--- src/rtl/irq_ctrl_if.sv ---
// Bus bundle between the interrupt controller and the exception controller.
// The master drives sources, mask writes and handshakes; the slave is irq_ctrl.
interface irq_ctrl_if #(
  parameter int unsigned NSRC = 4
);
  logic [NSRC-1:0] irq_src;
  logic            mask_we;
  logic [NSRC-1:0] mask_wd;
  logic            ExtIAck;
  logic            ERet;
  logic            ExtIRQ;
  logic [2:0]      irq_id;
  logic [NSRC-1:0] irq_pending;
  logic [NSRC-1:0] irq_mask;
  logic            in_service;

  modport master (
    output irq_src, mask_we, mask_wd, ExtIAck, ERet,
    input  ExtIRQ, irq_id, irq_pending, irq_mask, in_service
  );

  modport slave (
    input  irq_src, mask_we, mask_wd, ExtIAck, ERet,
    output ExtIRQ, irq_id, irq_pending, irq_mask, in_service
  );
endinterface

--- src/rtl/irq_ctrl.sv ---
// Edge-triggered external interrupt controller: synchronizes raw lines, latches
// pending edges, and arbitrates one fixed-priority request at a time.
module irq_ctrl #(
  parameter int unsigned NSRC = 4
) (
  input  logic     clk,
  input  logic     reset,
  irq_ctrl_if.slave bus
);

  typedef enum logic [1:0] {
    S_IDLE,
    S_REQ,
    S_SERVICE
  } state_e;

  state_e          state_q, state_d;
  logic [NSRC-1:0] sync1_q, sync1_d;
  logic [NSRC-1:0] sync2_q, sync2_d;
  logic [NSRC-1:0] prev_q, prev_d;
  logic [NSRC-1:0] pend_q, pend_d;
  logic [NSRC-1:0] mask_q, mask_d;
  logic [2:0]      id_q, id_d;
  logic            extirq_q, extirq_d;
  logic            insvc_q, insvc_d;

  logic [NSRC-1:0] rise;
  logic [NSRC-1:0] active;
  logic [NSRC-1:0] id_onehot;
  logic [NSRC-1:0] clr;
  logic            found;

  always_comb begin
    sync1_d   = bus.irq_src;
    sync2_d   = sync1_q;
    prev_d    = sync2_q;
    rise      = sync2_q & ~prev_q;
    active    = pend_q & mask_q;
    id_onehot = NSRC'(1) << id_q;
    mask_d    = bus.mask_we ? bus.mask_wd : mask_q;
    state_d   = state_q;
    id_d      = id_q;
    clr       = '0;
    found     = 1'b0;

    case (state_q)
      S_IDLE: begin
        if (|active) begin
          state_d = S_REQ;
          for (int unsigned i = 0; i < NSRC; i++) begin
            if (active[i] && !found) begin
              id_d  = 3'(i);
              found = 1'b1;
            end
          end
        end
      end
      S_REQ: begin
        // Ack has priority over a mask write that withdraws the request.
        if (bus.ExtIAck) begin
          clr     = id_onehot;
          state_d = S_SERVICE;
        end else if (~|(mask_q & id_onehot)) begin
          state_d = S_IDLE;
        end
      end
      S_SERVICE: begin
        if (bus.ERet) state_d = S_IDLE;
      end
      default: state_d = S_IDLE;
    endcase

    // A fresh edge on the acked source survives the clear.
    pend_d   = (pend_q & ~clr) | rise;
    extirq_d = (state_d == S_REQ);
    insvc_d  = (state_d == S_SERVICE);
  end

  always_ff @(posedge clk or posedge reset) begin
    if (reset) begin
      state_q  <= S_IDLE;
      sync1_q  <= '0;
      sync2_q  <= '0;
      prev_q   <= '0;
      pend_q   <= '0;
      mask_q   <= '0;
      id_q     <= '0;
      extirq_q <= 1'b0;
      insvc_q  <= 1'b0;
    end else begin
      state_q  <= state_d;
      sync1_q  <= sync1_d;
      sync2_q  <= sync2_d;
      prev_q   <= prev_d;
      pend_q   <= pend_d;
      mask_q   <= mask_d;
      id_q     <= id_d;
      extirq_q <= extirq_d;
      insvc_q  <= insvc_d;
    end
  end

  assign bus.ExtIRQ      = extirq_q;
  assign bus.in_service  = insvc_q;
  assign bus.irq_id      = id_q;
  assign bus.irq_pending = pend_q;
  assign bus.irq_mask    = mask_q;

endmodule
--- src/flat_wrapper.sv ---
// flat-port wrapper written by rule: the top's interface ports become plain ports
module irq_ctrl_flat 
#(
  parameter int unsigned NSRC = 4
)
  (clk, reset, bus_irq_src, bus_mask_we, bus_mask_wd, bus_ExtIAck, bus_ERet, bus_ExtIRQ, bus_irq_id, bus_irq_pending, bus_irq_mask, bus_in_service);
  irq_ctrl_if #(.NSRC(NSRC)) bus_i ();
  input  logic clk;
  input  logic reset;
  input wire logic [$bits(bus_i.irq_src)-1:0] bus_irq_src;
  input wire logic [$bits(bus_i.mask_we)-1:0] bus_mask_we;
  input wire logic [$bits(bus_i.mask_wd)-1:0] bus_mask_wd;
  input wire logic [$bits(bus_i.ExtIAck)-1:0] bus_ExtIAck;
  input wire logic [$bits(bus_i.ERet)-1:0] bus_ERet;
  output wire logic [$bits(bus_i.ExtIRQ)-1:0] bus_ExtIRQ;
  output wire logic [$bits(bus_i.irq_id)-1:0] bus_irq_id;
  output wire logic [$bits(bus_i.irq_pending)-1:0] bus_irq_pending;
  output wire logic [$bits(bus_i.irq_mask)-1:0] bus_irq_mask;
  output wire logic [$bits(bus_i.in_service)-1:0] bus_in_service;
  assign bus_i.irq_src = bus_irq_src;
  assign bus_i.mask_we = bus_mask_we;
  assign bus_i.mask_wd = bus_mask_wd;
  assign bus_i.ExtIAck = bus_ExtIAck;
  assign bus_i.ERet = bus_ERet;
  assign bus_ExtIRQ = bus_i.ExtIRQ;
  assign bus_irq_id = bus_i.irq_id;
  assign bus_irq_pending = bus_i.irq_pending;
  assign bus_irq_mask = bus_i.irq_mask;
  assign bus_in_service = bus_i.in_service;
  irq_ctrl #(.NSRC(NSRC)) u_core (.clk(clk), .reset(reset), .bus(bus_i));
endmodule
--- config.mk ---
export PLATFORM = sky130hd
export DESIGN_NAME = irq_ctrl_flat
export DESIGN_NICKNAME = d
export VERILOG_FILES = /design/src/rtl/irq_ctrl_if.sv /design/src/rtl/irq_ctrl.sv /design/src/flat_wrapper.sv
export SDC_FILE = /design/constraint.sdc
export NUM_CORES = 1
export LEC_CHECK = 0
export ABC_AREA = 1
export BUFFER_PORTS_ARGS = -buffer_cell sky130_fd_sc_hd__buf_4
export CORE_AREA = 2 2 46 48
export CTS_BUF_LIST = sky130_fd_sc_hd__clkbuf_2 sky130_fd_sc_hd__clkbuf_4 sky130_fd_sc_hd__clkbuf_8
export DETAILED_ROUTE_END_ITERATION = 7
export DIE_AREA = 0 0 48 50
export HOLD_SLACK_MARGIN = 0.08
export PLACE_DENSITY = 0.86
export SYNTH_ARGS = -nofsm -noshare
export SYNTH_HDL_FRONTEND = slang
export SYNTH_SLANG_ARGS = --single-unit
--- constraint.sdc ---
create_clock -name clk -period 1.47 [get_ports clk]
set_clock_uncertainty 0.15 [all_clocks]
set_input_delay 0.147 -clock clk [delete_from_list [all_inputs] [get_ports clk]]
set_output_delay 0.147 -clock clk [all_outputs]
set_load 0.02 [all_outputs]
### Word-level counts from Yosys, hierarchy flattened

Index checks and enable logic that the tools add are counted.

* equality and inequality tests: 4
* multiplexer cells: 20
* shifts and indexed selects: 1
* reductions and logical operators: 11
* bitwise gates (word level): 7

Operators by type and width (number)
* 4-bit bitwise AND: 4
* 3-bit 2-to-1 mux: 4
* 1-bit 2-to-1 mux: 9
* 2-bit 2-to-1 mux: 4
* 4-bit 2-to-1 mux: 2
* 4-bit NOT: 2
* 4-bit OR reduction: 2
* 2-bit one-hot mux with 3 select lines: 1
* 2-bit by 1-bit == test with 1-bit output (second input constant): 2
* 2-bit == test (second input constant): 2
* 4-bit bitwise OR: 1
* 4-bit nonzero test: 1
* 1-bit by 3-bit left shift with 4-bit output (first input constant): 1
* 1-bit logical AND: 3
* 1-bit zero test: 3
* 3-bit AND reduction: 1
* 2-bit zero test: 1

* input port bits: 13
* bits in registers: 27
* word-level logic and storage cells: 52
* output and inout bits: 13

### Logic depth before layout (Yosys ltp)

* word-level depth: 18
* depth in mapped cells: 6
* gate-level depth less buffers: 6

### Worst setup path before layout

OpenSTA, ideal clock, no wires.

* path type: register -> register
* start: reg u_core.id_q[0], in the netlist u_core.bus.irq_id[0]
* end: reg u_core.extirq_q, in the netlist u_core.bus.ExtIRQ
* data arrival time: 0.952 ns
* path slack: 0.244 ns
* path buffers: 0
* data required time: 1.196 ns
* library setup time: 0.124 ns
* cell stages (with the launch flop): 6
* clock period less this slack: 1.226 ns
* cells stage by stage: dfrtp_1 inv_1 nand3_1 nand2_1 o21ai_1 nand2_1

* word-level cells in the longest chain between the ends: 7

Ends and longest elaborated chain
* start: declaration: RTL line irq_ctrl.sv:23 `logic [2:0] id_q, id_d;`
* start signal: assignment: RTL line irq_ctrl.sv:97 `id_q <= id_d;`
* 1-bit by 3-bit left shift with 4-bit output: RTL line irq_ctrl.sv:39 `id_onehot = NSRC'(1) << id_q;`
* 4-bit bitwise AND: RTL line irq_ctrl.sv:63 `end else if (~|(mask_q & id_onehot)) begin`
* 4-bit OR reduction: RTL line irq_ctrl.sv:63
* 2-bit 2-to-1 mux: RTL line irq_ctrl.sv:63
* 2-bit 2-to-1 mux: RTL line irq_ctrl.sv:60 `if (bus.ExtIAck) begin`
* 2-bit one-hot mux with 3 select lines: RTL line irq_ctrl.sv:46 `case (state_q)`
* 2-bit by 1-bit == test with 1-bit output: RTL line irq_ctrl.sv:75 `extirq_d = (state_d == S_REQ);`
* via u_core.extirq_d: RTL line irq_ctrl.sv:24 `logic extirq_q, extirq_d;`
* end signal: assignment: RTL line irq_ctrl.sv:98 `extirq_q <= extirq_d;`
* end: declaration: RTL line irq_ctrl.sv:24

The timed path passes the listed nets, and every way through them passes these cells.
A chain may end at the register's enable or synchronous reset.

### Worst setup path after layout

* start: reg u_core.state_q[1]
* end: reg u_core.pend_q[1], in the netlist u_core.bus.irq_pending[1]

* word-level cells in the longest chain between the ends: 5

Ends and longest elaborated chain
* start: declaration: RTL line irq_ctrl.sv:17 `state_e state_q, state_d;`
* start signal: assignment: RTL line irq_ctrl.sv:91 `state_q <= state_d;`
* 2-bit by 1-bit == test with 1-bit output: RTL line irq_ctrl.sv:46
* 4-bit 2-to-1 mux: RTL line irq_ctrl.sv:46
* 4-bit NOT: RTL line irq_ctrl.sv:74 `pend_d = (pend_q & ~clr) | rise;`
* 4-bit bitwise AND: RTL line irq_ctrl.sv:74
* 4-bit bitwise OR: RTL line irq_ctrl.sv:74
* via u_core.pend_d[1]: RTL line irq_ctrl.sv:21 `logic [NSRC-1:0] pend_q, pend_d;`
* end signal: assignment: RTL line irq_ctrl.sv:95 `pend_q <= pend_d;`
* end: declaration: RTL line irq_ctrl.sv:21

The timed path passes the listed nets, and every way through them passes these cells.

==> run_results.csv <==
group,metric,value,unit
floorplanning,dieArea,2400,um^2
critical_path,critPathBufInv,1,
cts,ctsHtreeMaxLevel,1,
critical_path,worstPathRequired,1.54,ns
power,pwr_density_cell,1630,nW/um^2
cts,postCtsSetupBuffers,0,
floorplanning,fp.dieW,48,um
grt,grtUsageTotal,0.199,
final_layout,layout.cells.non_filler,154,
hold_path,min_path_type,"flip-flop to flip-flop",
critical_path,r2r-start,"u_core.state_q[1]",
critical_path,r2r_cells,4,
grt,first_global_vias,803,
routing,ant_nets,0,
synthesis,synth.area.top_cells,"dfrtp_1 (68%), nand2_1 (8.6%), mux2_2 (4.7%)",
critical_path,path_cells,"inv_1 > nand3_1 > o21ai_0 > o21ai_0",
synthesis,synth_top_area_cell,"dfrtp_1",
placed_design,gp_congestion,0.832,
floorplanning,die_h,50,um
final_layout,final_cell_mix,"dfrtp_1 (26), buf_4 (25), nand2_1 (22)",
sta,finalMaxSlewViolations,0,
floorplanning,core-area,1900,um^2
synthesis,ys_types,14,
synthesis,syn_nets,100,
critical_path,worstSetupStartpoint,"u_core.state_q[1]",
power,ir_drop,0.00101,V
placed_design,io_buffers,24,
synthesis,netlist_area,957,um^2
floorplanning,start_util,0.503,
synthesis,yosysSeqAreaShare,0.680,
critical_path,crit_type,"flip-flop to flip-flop",
hold_path,hp-start,"u_core.sync1_q[3]",
critical_path,worstReg2RegEnd,"u_core.bus.irq_pending[1]",
sta,rsz0062_at_grt,"no",
final_layout,final_common_cell,"dfrtp_1",
critical_path,critPathTopFamily,"flip-flops",
routing,vias,744,
synthesis,yosysWarningCount,0,
synthesis,synth_top_area_share,0.680,
power,finalPower,2.19,mW
critical_path,arrival,1.38,ns
cts,cts-root-buf,"clkbuf_4",
sta,hold_viol,0,
routing,drc_errors,0,
critical_path,slowest_delay,0.40,ns
routing,drt-initial-drc-count,7,
grt,grt_pass1_wl,3.28,mm
placed_design,dp_hpwl,1.43,mm
cts,clk_latency,0.32,ns
synthesis,synthCells,87,
critical_path,startpoint_type,"flip-flop",
flow_run,cap_violations,0,
sta,fin_crit_sh,0.891,
cts,clk_path_buf_depth,2,
critical_path,worst-path-max-fanout,6,
sta,setup_viol,0,
routing,viasPerCell,4.83,
floorplanning,core.rowCount,16,
synthesis,avgSynthCellArea,11.0,um^2
routing,wl_per_cell,13.1,um
power,power_leakage,0.675,nW
grt,grt_start_max_net_pins,27,
final_layout,drive_above_1_share,0.268,
sta,timing.setup.tns,0,ns
grt,antenna_found_initial,0,
critical_path,rrSetupSlack,0.16,ns
routing,drt_pass1_iterations,6,
cts,cts_tree,"done",
cts,cts_sinks,26,
final_layout,final_nets,141,
cts,cts_buffers,3,
placed_design,dp.cells,138,
routing,wl,2.02,mm
hold_path,hold_path_end,"u_core.prev_d[3]",
hold_path,hold_depth,0,
cts,clkSlewWorstSetupHoldPaths,0.14,ns
sta,fin_crit,1.31,ns
critical_path,path_common_cell,"o21ai_0",
final_layout,area_growth,40.4,%
critical_path,crit_path_end_kind,"flip-flop",
final_layout,diodes,0,
status,status,"completed",
critical_path,cp_slowest_cell,"dfrtp_1",
floorplanning,ios,26,
grt,grt_remaining_overflow,0,
sta,fmax,763,MHz
synthesis,synth_seq_cells,26,
[how the worst max path moves through the flow]
stage / endpoint / slack [ns] / depth (start not counted)
after floorplan: u_core.bus.ExtIRQ / 0.24 / 5
after global placement: u_core.bus.irq_pending[1] / 0.27 / 4
after detailed placement: u_core.bus.irq_pending[1] / 0.17 / 4
after CTS: u_core.bus.irq_pending[1] / 0.16 / 4
after global routing: u_core.bus.irq_pending[0] / 0.05 / 4
final: u_core.bus.irq_pending[1] / 0.16 / 4
[cell type report]
type,count,area (um^2)
flip-flops and latches,26,651
fillers,138,558
repair buffers,37,308
multi-input cells,49,258
inverters,11,41.3
well taps,27,33.8
clock inverters,1,30.0
clock buffers,3,22.5
[routing by layer]
layer	global-route usage	wire [um]	up-vias	part of all wire
met1	0.219	781	357	0.39
met4	0.113	56	0	0.028
met3	0.0330	88	6	0.044
met5	0	0	-	0
li1	-	-	358	-
met2	0.340	1090	23	0.54
[metrics by stage]
step,area [um^2],utilization,hold WS (ns),worst slack [ns]
after floorplan,957,-,0.0284,0.244
after detailed placement,1170,0.616,0.0714,0.167
final,1340,0.707,0.214,0.160
after CTS,1340,0.707,0.216,0.156
after global placement,1170,0.616,0.0643,0.267
after global routing,1340,0.707,0.237,0.0475
[synthesized netlist by cell type (all sizes together)]
cell type	instances
a21oi	1
mux2	4
inv	11
or2	1
nand3	5
buf	1
o31ai	2
conb	1
dfrtp	26
nor2	3
o21ai	9
o21bai	1
nand2	22
[repair_timing]
action,in CTS,in global routing
resized for setup,0,0
endpoints found under the hold margin,38,0
hold buffers,12,0
[worst register-to-register path, delay by kind of cell, from the launching register on]
family / cells / cell delay, ns
compound gates: 2 / 0.34
buf+inv: 1 / 0.11
flops: 1 / 0.40
simple gates: 1 / 0.21
[flip-flops by register name, indices dropped and copies added (netlist names)]
name	count
u_core.sync1_q	4
u_core.bus.in_service	1
u_core.bus.irq_mask	4
u_core.state_q	2
u_core.bus.ExtIRQ	1
u_core.prev_d	4
u_core.bus.irq_pending	4
u_core.bus.irq_id	2
u_core.prev_q	4
[power breakdown]
group / leakage (nW) / internal, mW / switching, mW
Clock: 0.0279 / 0.276 / 0.210
Sequential: 0.300 / 0.852 / 0.122
Combinational: 0.348 / 0.311 / 0.417
[cell families after synthesis]
kind of cell	count (synthesis)	synth area share
DFF	26	0.680
muxes	4	0.0471
and+or+nand+nor	31	0.131
other	1	0.00392
AOI/OAI and AO/OA	13	0.0876
buffers and inverters	12	0.0510
Note: power is estimated with default switching activity, not from simulation.
